**src/rtl/serial_frame_pkg.sv**
```systemverilog
// Shared types and line levels for the framed serial transmitter.
package serial_frame_pkg;

    typedef enum logic [2:0] {
        IDLE,
        START,
        DATA,
        PARITY,
        STOP
    } state_t;

    localparam logic LINE_IDLE  = 1'b1;
    localparam logic LINE_START = 1'b0;
    localparam logic LINE_STOP  = 1'b1;

    // Bits needed for a counter that takes n distinct values 0..n-1, never below 1.
    function automatic int counter_width(input int n);
        return (n <= 2) ? 1 : $clog2(n);
    endfunction

endpackage

```
**src/rtl/bit_timer.sv**
```systemverilog
// Bit-period timer: counts clk cycles within one serial bit and flags the last one.
module bit_timer
    import serial_frame_pkg::*;
#(
    parameter  int CLKS_PER_BIT = 4,
    localparam int CW           = counter_width(CLKS_PER_BIT)
) (
    input  logic          clk,
    input  logic          clr_n,
    input  logic          en,
    output logic [CW-1:0] count,
    output logic          bit_end
);

    logic [CW-1:0] count_reg;

    assign count   = count_reg;
    assign bit_end = en && (count_reg == CW'(CLKS_PER_BIT - 1));

    always_ff @(posedge clk or negedge clr_n) begin
        if (!clr_n) begin
            count_reg <= '0;
        end else if (bit_end) begin
            count_reg <= '0;
        end else if (en) begin
            count_reg <= count_reg + 1'b1;
        end
    end

endmodule

```
**src/rtl/serial_frame_tx.sv**
```systemverilog
// Parallel-in, serial-out framed transmitter: start, data LSB-first, optional parity, stop.
module serial_frame_tx
    import serial_frame_pkg::*;
#(
    parameter int WIDTH        = 8,
    parameter int CLKS_PER_BIT = 4,
    parameter int PARITY_EN    = 0,
    parameter int PARITY_ODD   = 0
) (
    input  logic             clk,
    input  logic             clr_n,
    input  logic [WIDTH-1:0] din,
    input  logic             din_valid,
    output logic             din_ready,
    output logic             tx,
    output logic             busy,
    output logic             done
);

    localparam int   CW      = counter_width(CLKS_PER_BIT);
    localparam int   IW      = counter_width(WIDTH);
    localparam logic ODD_BIT = (PARITY_ODD != 0);

    state_t           state_reg, state_next;
    logic [WIDTH-1:0] shift_reg, shift_next;
    logic [IW-1:0]    idx_reg, idx_next;
    logic             parity_reg, parity_next;
    logic             tx_reg, tx_next;
    logic             busy_reg, busy_next;
    logic             done_reg, done_next;

    logic [CW-1:0]    timer_count;
    logic             bit_end;

    bit_timer #(
        .CLKS_PER_BIT(CLKS_PER_BIT)
    ) u_bit_timer (
        .clk    (clk),
        .clr_n  (clr_n),
        .en     (state_reg != IDLE),
        .count  (timer_count),
        .bit_end(bit_end)
    );

    assign din_ready = (state_reg == IDLE);
    assign tx        = tx_reg;
    assign busy      = busy_reg;
    assign done      = done_reg;

    always_comb begin
        state_next  = state_reg;
        shift_next  = shift_reg;
        idx_next    = idx_reg;
        parity_next = parity_reg;
        case (state_reg)
            IDLE: begin
                if (din_valid) begin
                    shift_next  = din;
                    parity_next = (^din) ^ ODD_BIT;
                    state_next  = START;
                end
            end
            START: begin
                if (bit_end) state_next = DATA;
            end
            DATA: begin
                if (bit_end) begin
                    shift_next = shift_reg >> 1;
                    if (idx_reg == IW'(WIDTH - 1)) begin
                        idx_next   = '0;
                        state_next = (PARITY_EN != 0) ? PARITY : STOP;
                    end else begin
                        idx_next = idx_reg + 1'b1;
                    end
                end
            end
            PARITY: begin
                if (bit_end) state_next = STOP;
            end
            STOP: begin
                if (bit_end) state_next = IDLE;
            end
            default: state_next = IDLE;
        endcase
    end

    // Outputs are decoded from the next state so they leave registers aligned with the state.
    always_comb begin
        tx_next = LINE_IDLE;
        case (state_next)
            IDLE:    tx_next = LINE_IDLE;
            START:   tx_next = LINE_START;
            DATA:    tx_next = shift_next[0];
            PARITY:  tx_next = parity_next;
            STOP:    tx_next = LINE_STOP;
            default: tx_next = LINE_IDLE;
        endcase
        busy_next = (state_next != IDLE);
        done_next = 1'b0;
        // done marks the last clk of the stop bit: either one more count inside STOP,
        // or the single-cycle stop bit when each bit lasts one clk.
        if (state_reg == STOP && !bit_end && (32'(timer_count) + 1 == CLKS_PER_BIT - 1)) begin
            done_next = 1'b1;
        end
        if (state_reg != STOP && state_next == STOP && CLKS_PER_BIT == 1) begin
            done_next = 1'b1;
        end
    end

    always_ff @(posedge clk or negedge clr_n) begin
        if (!clr_n) begin
            state_reg  <= IDLE;
            shift_reg  <= '0;
            idx_reg    <= '0;
            parity_reg <= 1'b0;
            tx_reg     <= LINE_IDLE;
            busy_reg   <= 1'b0;
            done_reg   <= 1'b0;
        end else begin
            state_reg  <= state_next;
            shift_reg  <= shift_next;
            idx_reg    <= idx_next;
            parity_reg <= parity_next;
            tx_reg     <= tx_next;
            busy_reg   <= busy_next;
            done_reg   <= done_next;
        end
    end

endmodule

```
**config.mk**
```make
export PLATFORM = sky130hd
export DESIGN_NAME = serial_frame_tx
export DESIGN_NICKNAME = d
export VERILOG_FILES = /design/src/rtl/serial_frame_pkg.sv /design/src/rtl/bit_timer.sv /design/src/rtl/serial_frame_tx.sv
export SDC_FILE = /design/constraint.sdc
export NUM_CORES = 1
export LEC_CHECK = 0
export CAP_MARGIN = 40
export CORE_UTILIZATION = 30
export DETAILED_ROUTE_END_ITERATION = 8
export HOLD_SLACK_MARGIN = 0.12
export PLACE_DENSITY = 0.54
export SETUP_SLACK_MARGIN = 0.3
export SYNTH_ARGS = -nofsm -noshare
export SYNTH_HDL_FRONTEND = slang
export SYNTH_SLANG_ARGS = --single-unit
```
**constraint.sdc**
```tcl
create_clock -name clk -period 2.2 [get_ports clk]
set_clock_uncertainty 0.05 [all_clocks]
set_input_delay 0.44 -clock clk [delete_from_list [all_inputs] [get_ports clk]]
set_output_delay 0.44 -clock clk [all_outputs]
set_load 0.05 [all_outputs]
```
## Yosys cells after proc, flatten, opt, wreduce, memory -nomap -nowiden

Index checks and enable logic that the tools add are counted.

- Output and inout bits: 4
- Input port bits: 11
- Register bits after elaboration: 20
- Logic and storage cells: 53

- Multiplexer cells: 17
- Add/sub/neg operators: 3
- Eq/ne operators: 12
- Reduce and logical (&&, ||, !) cells: 12

Operator list:

| cell | number |
|---|---|
| $mux 3 | 7 |
| $mux 8 | 2 |
| $pmux 8 s2 | 1 |
| $eq 3x2->1 const B | 5 |
| $pmux 3 s5 | 1 |
| $reduce_xor 8->1 | 1 |
| $eq 3x1->1 const B | 2 |
| $eq 3x3->1 const B | 2 |
| $reduce_bool 3->1 | 2 |
| $mux 2 | 2 |
| $ne 2x2->1 const B | 2 |
| $reduce_bool 2->1 | 2 |
| $add 2x1->3 const B | 1 |
| $add 3x1->3 const B | 1 |
| $logic_and 1x1->1 | 3 |
| $logic_not 3->1 | 1 |
| $mux 1 | 3 |
| $pmux 1 s3 | 1 |
| $reduce_and 3->1 | 1 |
| $add 2x1->2 const B | 1 |
| $eq 2x2->1 const B | 1 |
| $reduce_and 2->1 | 1 |
| $logic_not 1->1 | 1 |

## Logic depth before layout (Yosys ltp)

Gate-level depths: netlist of the first run.

- Depth in word-level cells: 6
- Depth in mapped cells: 6
- Gate-level depth less buffers: 6

## Cells and area by module

Synthesis of the first run repeated with hierarchy kept, for this count alone.

- Cell total of the unflattened synthesis: 100
- Area total of the unflattened synthesis: 1041.0 um2

Modules (own cells, without submodules):

| module | sequential area each (um2) | instances | cells each | area each (um2) |
|---|---|---|---|---|
| serial_frame_tx | 451.7 | 1 | 93 | 944.7 |
| bit_timer | 50.0 | 1 | 7 | 96.3 |

## Worst setup path before layout of the first run

OpenSTA, ideal clock, no wires.

- Path kind: flip-flop to output port
- Start: register state_reg[2]
- End: output din_ready
- Required time: 1.710 ns
- Setup slack: 0.448 ns
- Buffers on the path: 1
- Arrival: 1.262 ns
- Stages on the path, launching flop included: 3
- Cells stage by stage: dfrtp_1 buf_6 nor3_2

- Word-level cells in the longest chain between the ends: 1

Ends and longest elaborated chain:

| what | line | RTL |
|---|---|---|
| from (decl) | serial_frame_tx.sv:24 | `state_t state_reg, state_next;` |
| from (signal assigned) | serial_frame_tx.sv:120 | `state_reg <= state_next;` |
| $logic_not 3->1 | serial_frame_tx.sv:45 | `assign din_ready = (state_reg == IDLE);` |
| to (decl) | serial_frame_tx.sv:14 | `output logic din_ready,` |

Every way passes these cells.

## Worst setup path in the final report of the first run

- Start: register tx_reg (netlist: tx)
- End: output tx

RTL lines:

| what | line | RTL |
|---|---|---|
| from (decl) | serial_frame_tx.sv:28 | `logic tx_reg, tx_next;` |
| from (signal assigned) | serial_frame_tx.sv:124 | `tx_reg <= tx_next;` |
| to (decl) | serial_frame_tx.sv:15 | `output logic tx,` |

No word-level cell between the ends.

==> flow_summary.yaml, run 1 <==
outcome:
  status: "complete, no violations"
synthesis:
  synth.distinct_cells: 31
  synth.area.mux_share_pct: 3.25
  synth_top_family_by_area: "simple AND/OR/NAND/NOR gates"
  netlist_area_sq_um: 1040
  synth_nets: 107
  postSynthAreaPerCell_sq_um: 11.3
  netlist_instances: 92
  yosys_register_bits: 20
  synth_compound_area_share_pct: 13.9
  seq_area_frac_synth_pct: 48.2
  ys.warnings.count: 0
  synth_fa_ha_area_share_pct: 4.81
  synth_xor_area_share_pct: 5.89
  synth-simple-area-share_pct: 18.1
critical_path:
  critPathRequiredTime_ns: 1.71
  critPathSlowestCell: "dfstp_2"
  end_kind: "output port"
  path_cells: "dlygate4sd2_1"
  path_delay_family: "flip-flops"
  cpPeakStageDelay_ns: 0.53
  arrival_ns: 1.34
  cp_num_buf_inv: 1
  cp-start-kind: "flop"
  worstSetupPathType: "reg2out"
  cp_max_fo: 1
timing:
  maxSlewHeadroom_pct: 67.9
  fin_crit_ns: 1.83
  setup_viol: 0
  setup_tns_ns: 0
  grt_setup_unrepaired: "no"
  maxSlewViolCount: 0
  fin_crit_sh_pct: 83.4
  worst_pin_slew_ns: 0.484
  finalHoldViolCount: 0
  max_freq_mhz: 545
global_routing:
  grt_pass1_vias: 643
  grt_pass1_wl_um: 2790
  antenna_found_initial: 0
  grtUsageTotal_pct: 10.3
  grt_start_max_net_pins: 21
  overflow: 0
clock_network:
  cts_max_level: 1
  clockBufferDepth: 2
  clk_pin_slew_ns: 0.11
  cts_tree: "yes"
  cts_sinks: 20
  cts_buffers: 3
  cts_root_buf: "clkbuf_4"
  insertion_delay_ns: 0.29
layout:
  fin_cells: 154
  layout.nets: 124
  layout-drive-gt1-share_pct: 16.7
  n_antenna_cell: 0
  areaGrowthSynthToFinish_pct: 20.8
  largest_reg_flops: 8
floorplanning:
  core_area_sq_um: 3340
  die_w_um: 60.9
  start_util_pct: 31.2
  die_y_um: 60.9
  ios: 15
  die_area_sq_um: 3710
  num_rows: 21
detailed_routing:
  drc_errors: 0
  wirelength_um: 1680
  wl_per_cell_um: 10.9
  postRouteAntennaNets: 0
  viasPerCell: 4.49
  num_vias: 692
  dr.pass1.iters: 4
  drt_iter0_drc: 25
power_and_ir_drop:
  power_leakage_uw: 0.000568
  ir_drop_uv: 280
  p_per_area_nw_per_um2: 1220
place:
  dp.cells: 149
  port_buffers: 14
  gp_congestion: 0.728
  dp_hpwl_um: 1240
hold_path:
  hp-class: "in2async"
job:
  maxCapViolations: 0
==> timing repair <==
action                                  CTS  global route
endpoints found under the setup margin    4             1
pin swaps                                 0             1
hold buffers                              0             0
buffers inserted                          0             1
resized for setup                         4             0
==> routing by layer <==
layer  GRT usage, %  up-vias  part of all wire [%]
li1               -      352                     -
met1           13.5      330                    49
met4           5.84        0                   1.5
met5              0        -                     0
met3           1.28        2                   2.3
met2           16.3        8                    47
==> layout make-up <==
type	count	area, sq um
clock buffer	4	36.3
fill	345	2080
inverter	2	7.51
multi-input combinational	65	485
sequential	20	502
tap	46	57.6
timing repair buffer	17	169
==> power by group <==
group / leakage [uW] / internal (uW) / switching (uW)
clock: 0.0000210 / 101 / 110
combinational: 0.000298 / 309 / 360
sequential: 0.000250 / 520 / 140
total: 0.000568 / 930 / 610
==> final timing paths <==
kind,slack [ns],startpoint,cells after the start,endpoint
min in group clk,0.43,shift_reg[3],2,shift_reg[3]
max in group asynchronous,1.42,clr_n,2,tx
min reg2reg,0.43,shift_reg[3],2,shift_reg[3]
max reg2reg,0.52,u_bit_timer.count[0],5,tx
min,0.42,clr_n,2,shift_reg[0]
max,0.37,tx,1,tx
==> cells by family after synthesis <==
logic type | count (synthesis)
AO/OA/AOI/OAI | 20
XOR/XNOR | 7
adder cells (fa/ha/maj) | 4
buffers and inverters | 7
flip-flops | 20
multiplexers | 3
AND/OR/NAND/NOR | 31
==> metrics by stage <==
| step | utilization, % | cell area [sq um] | hold slack [ns] | worst slack [ns] | power, uW |
|---|---|---|---|---|---|
| after detailed placement | 36.3 | 1210 | 0.408 | 0.338 | 1330 |
| after CTS | 37.5 | 1250 | 0.422 | 0.321 | 1550 |
| after global routing | 37.7 | 1260 | 0.441 | 0.331 | 1660 |
| after floorplan | - | 1040 | 0.0944 | 0.448 | 1170 |
| after global placement | 36.3 | 1210 | 0.407 | 0.377 | 1310 |
| final | 37.7 | 1260 | 0.422 | 0.366 | 1540 |
==> layout by cell type (no fill, tap or decap), types with 2 or more instances in the layout <==
cell	n
dlygate4sd2_1	3
buf_4	3
nor2_1	3
clkbuf_4	3
inv_1	2
a21oi_1	5
nand2_1	16
clkdlybuf4s50_1	10
a21o_1	2
ha_1	4
dfrtp_1	19
a22oi_1	6
nand3b_1	2
mux2_1	3
xnor2_1	7
==> cell usage after synthesis <==
cell type / instances / share of area, %
nand2_2: 1 / 0.60
a22oi_1: 6 / 4.3
nand2b_1: 1 / 0.60
a22oi_2: 1 / 1.2
or3b_1: 1 / 0.84
a21o_1: 2 / 1.4
nor2_1: 3 / 1.1
nor3_2: 1 / 0.96
buf_4: 1 / 0.72
o21ai_2: 1 / 0.84
mux2_1: 3 / 3.2
a31oi_2: 1 / 1.2
a21oi_1: 5 / 2.4
o21ai_0: 1 / 0.48
or4b_4: 1 / 1.3
ha_1: 4 / 4.8
nor4b_4: 1 / 2.3
o21ai_1: 1 / 0.48
buf_6: 4 / 4.3
inv_1: 2 / 0.72
dfstp_2: 1 / 2.5
nor2_2: 1 / 0.60
xnor2_1: 7 / 5.9
and4bb_4: 1 / 1.6
dfrtp_1: 19 / 46
nand2_1: 16 / 5.8
o211ai_1: 1 / 0.72
nor3_1: 1 / 0.48
nand3b_1: 2 / 1.4
a22o_1: 1 / 0.84
or3_1: 1 / 0.60
Power figures use the tool's default switching activity.
==> inputs of run 2 (changes only) <==
- clock period: 2.2 -> 1.8 ns (I/O delays scaled with it)
==> run 2 against run 1 <==
Compared with the run above: first-iteration DRC count fell by 48%; final cell count is 7.8% higher; die area is the same; sequential power up 22%; routed wire length up 14%; total power rose by 40%; critical endpoint is now din_ready.
==> flow_summary.yaml, run 2 (synthesis gave the netlist of run 1 again) <==
place:
  dp_hpwl_um: 1270
  pre_cts_slack_ns: 0.0475
  gp_congestion: 0.664
  port_buffers: 14
clock_network:
  cts_sinks: 20
  cts_max_level: 1
  hold_buffers: 0
  clk_pin_slew_ns: 0.12
  cts_root_buf: "clkbuf_4"
  clockBufferDepth: 2
  cts_buffers: 3
  cts_tree: "yes"
  insertion_delay_ns: 0.30
floorplanning:
  core_area_sq_um: 3340
  die_area_sq_um: 3710
  ios: 15
  num_rows: 21
  die_w_um: 60.9
  die_y_um: 60.9
  start_util_pct: 31.2
global_routing:
  grtUsageTotal_pct: 11.6
  grt_start_max_net_pins: 21
  overflow: 0
  grt_pass1_wl_um: 3130
  antenna_found_initial: 0
  grt_pass1_vias: 727
timing:
  setup_viol: 0
  worst_pin_slew_ns: 0.255
  fin_crit_ns: 1.66
  maxSlewViolCount: 0
  max_freq_mhz: 602
  grt_setup_unrepaired: "yes"
  finalHoldViolCount: 0
  fin_crit_sh_pct: 92.2
  setup_tns_ns: 0
  maxSlewHeadroom_pct: 83.0
  setup_ws_ns: 0.140
critical_path:
  worstSetupPathType: "reg2out"
  arrival_ns: 1.25
  ff2ff_setup_slack_ns: 0.22
  cp-start-kind: "flop"
  cp_max_fo: 2
  end_kind: "output port"
  critPathRequiredTime_ns: 1.39
hold_path:
  hp-class: "in2async"
outcome:
  status: "complete, no violations"
layout:
  n_antenna_cell: 0
  final_cell_mix: "nand2_1 (16), dfrtp_1 (16), buf_4 (14)"
  areaGrowthSynthToFinish_pct: 37.3
  layout-drive-gt1-share_pct: 38.3
  layout.nets: 136
  largest_reg_flops: 8
job:
  maxCapViolations: 0
power_and_ir_drop:
  p_per_area_nw_per_um2: 1510
  power_leakage_uw: 0.000620
  ir_drop_uv: 302
detailed_routing:
  wl_per_cell_um: 11.5
  dr.pass1.iters: 4
  wirelength_um: 1910
  drt_iter0_drc: 13
  num_vias: 748
  drc_errors: 0
  viasPerCell: 4.51
  postRouteAntennaNets: 0
run 2: final timing paths:
path                            depth (start not counted)         start           end
worst max-delay path                                    3  state_reg[0]     din_ready
worst min-delay path                                    2         clr_n          busy
worst max register to register                          6  state_reg[0]  state_reg[2]
worst min register to register                          2  shift_reg[6]  shift_reg[6]
max in group asynchronous                               2         clr_n            tx
min in group clk                                        2  shift_reg[6]  shift_reg[6]
run 2: metal layers:
| layer | wire length, um | vias to the layer above | track usage (%) |
|---|---|---|---|
| met5 | 0 | - | 0 |
| met2 | 930 | 9 | 19.3 |
| met1 | 912 | 362 | 14.6 |
| li1 | - | 375 | - |
| met3 | 59 | 2 | 2.56 |
| met4 | 10 | 0 | 4.87 |
run 2: area by class of cell:
type | count | area, sq um
Sequential cell | 20 | 505
Fill cell | 330 | 1910
Multi-Input combinational cell | 65 | 553
Inverter | 2 | 7.51
Clock buffer | 4 | 26.3
Timing Repair Buffer | 29 | 279
Tap cell | 46 | 57.6
run 2: critical path: stages (launching register included):
cell     delay (ns)
dfrtp_1        0.42
buf_6          0.13
nor3_4         0.23
buf_12         0.17
run 2: timing repair:
| action | 4_1_cts | 5_1_grt |
|---|---|---|
| gates cloned | 0 | 0 |
| resized for setup | 6 | 11 |
| endpoints found under the setup margin | 14 | 11 |
| setup buffers | 7 | 4 |
| pin swaps | 7 | 10 |
run 2: per-stage QoR:
stage	instance area [sq um]	power [uW]	hold slack [ns]	std cells	util [%]
floorplan	1060	1450	0.0144	92	-
finish	1430	2160	0.331	166	42.8
detailed placement	1250	1690	0.406	151	37.5
global placement	1250	1680	0.407	151	37.5
CTS	1360	2050	0.332	162	40.6
global route	1430	2320	0.359	166	42.8
run 2: power breakdown:
part	internal (uW)	leakage (uW)	switching (uW)
clock	86.2	0.0000150	134
combinational	593	0.000360	538
sequential	643	0.000246	162
==> inputs of run 3 (changes only) <==
- CORE_ASPECT_RATIO: default -> 0.7
==> run 3 against run 2 <==
Compared with the run above: die area rose by 0.10%; utilization rose by 2.9 points; register-to-register slack improved by 0.07 ns; sequential cell count did not move; final cell count rose by 1.8%; via count rose by 0.80%; sequential share of layout area fell by 1.2 points; final area rose by 3.5%; worst setup slack improved by 0.10 ns; hold slack improved by 0.056 ns; sequential power fell by 1%; largest cell class unchanged; largest power group unchanged; highest routed layer unchanged.
==> flow_summary.yaml, run 3 (synthesis gave the netlist of run 1 again) <==
critical_path:
  critPathRequiredTime_ns: 1.39
  ff2ff_setup_slack_ns: 0.29
  cp_num_buf_inv: 1
  cp_max_fo: 3
  end_kind: "output port"
  worstSetupPathType: "reg2out"
  reg2reg_depth: 5
  cp-start-kind: "flop"
  path_cells: "nor3_4, buf_12"
  crit-reg2reg-launch: "idx_reg[1]"
  r2r-end: "busy"
  critPathSlowestCell: "dfrtp_2"
  path_delay_family: "flip-flops"
  arrival_ns: 1.15
  cpPeakStageDelay_ns: 0.46
global_routing:
  grtUsageTotal_pct: 12.5
  overflow: 0
  antenna_found_initial: 0
  grt_pass1_wl_um: 3340
  grt_pass1_vias: 695
  grt_start_max_net_pins: 21
detailed_routing:
  dr.pass1.iters: 4
  drc_errors: 0
  num_vias: 754
  viasPerCell: 4.46
  wl_per_cell_um: 12.0
  drt_iter0_drc: 52
  wirelength_um: 2040
  postRouteAntennaNets: 0
layout:
  fin_cells: 169
  layout.nets: 138
  areaGrowthSynthToFinish_pct: 42.1
  layout-drive-gt1-share_pct: 36.9
  design_area_sq_um: 1480
  n_antenna_cell: 0
  final_cell_mix: "nand2_1 (16), dfrtp_1 (16), buf_4 (13)"
  largest_reg_flops: 8
place:
  port_buffers: 14
  gp_congestion: 0.798
  placed_cell_area_sq_um: 1250
  dp.cells: 152
  dp_hpwl_um: 1280
timing:
  maxSlewViolCount: 0
  finalHoldViolCount: 0
  max_freq_mhz: 643
  setup_tns_ns: 0
  fin_crit_sh_pct: 86.4
  setup_viol: 0
  fin_crit_ns: 1.56
  grt_setup_unrepaired: "yes"
  worst_pin_slew_ns: 0.267
  maxSlewHeadroom_pct: 82.2
hold_path:
  hp-class: "in2async"
clock_network:
  insertion_delay_ns: 0.26
  hold_buffers: 0
  cts_root_buf: "clkbuf_8"
  clk_pin_slew_ns: 0.08
  cts_sinks: 20
  clockBufferDepth: 2
  cts_buffers: 3
  cts_max_level: 1
  cts_tree: "yes"
floorplanning:
  ios: 15
  core_area_sq_um: 3230
  die_area_sq_um: 3710
  die_y_um: 51.3
  start_util_pct: 32.2
  die_w_um: 72.4
  num_rows: 17
outcome:
  status: "complete, no violations"
power_and_ir_drop:
  ir_drop_uv: 470
  power_leakage_uw: 0.000646
  p_per_area_nw_per_um2: 1540
job:
  maxCapViolations: 0
run 3: how the worst max path moves through the flow:
stage / startpoint / end / slack, ns / cells after the start
after global placement: u_bit_timer.count[0] / tx / 0.15 / 5
after floorplan: u_bit_timer.count[0] / idx_reg[0] / 0.30 / 4
after CTS: state_reg[0] / din_ready / 0.18 / 3
after global routing: state_reg[1] / din_ready / 0.19 / 2
after detailed placement: u_bit_timer.count[0] / tx / 0.12 / 5
final: state_reg[2] / din_ready / 0.24 / 2
run 3: layout make-up:
cell class | instances | area (sq um)
clock buffers | 4 | 45.0
multi-input cells | 65 | 539
repair buffers | 31 | 323
well taps | 47 | 58.8
flip-flops and latches | 20 | 505
inverters | 2 | 7.51
fillers | 318 | 1750
run 3: where the power goes:
part,internal (uW),switching [uW]
Combinational,618,557
Sequential,644,149
Clock,158,154
Total,1420,860
run 3: what timing repair did:
item / CTS / global route
resized for setup: 5 / 10
pin swaps: 6 / 11
setup buffers: 4 / 9
endpoints found under the setup margin: 15 / 15
run 3: routing by layer:
layer / track usage (%) / share of wire, % / routed length [um] / vias to the layer above
met4: 3.92 / 2.4 / 49 / 0
met2: 15.9 / 40 / 806 / 18
met5: 0 / 0 / 0 / -
met1: 18.3 / 52 / 1060 / 350
li1: - / - / - / 379
met3: 5.52 / 5.8 / 119 / 7
run 3: stage by stage:
stage	setup slack (ns)	power, uW	hold WS (ns)	utilization (%)
2_1_floorplan	0.304	1450	0.0144	-
3_3_place_gp	0.147	1680	0.409	38.8
3_5_place_dp	0.118	1690	0.410	38.8
4_1_cts	0.183	2110	0.401	41.8
5_1_grt	0.193	2440	0.403	45.7
6_report	0.245	2280	0.387	45.7
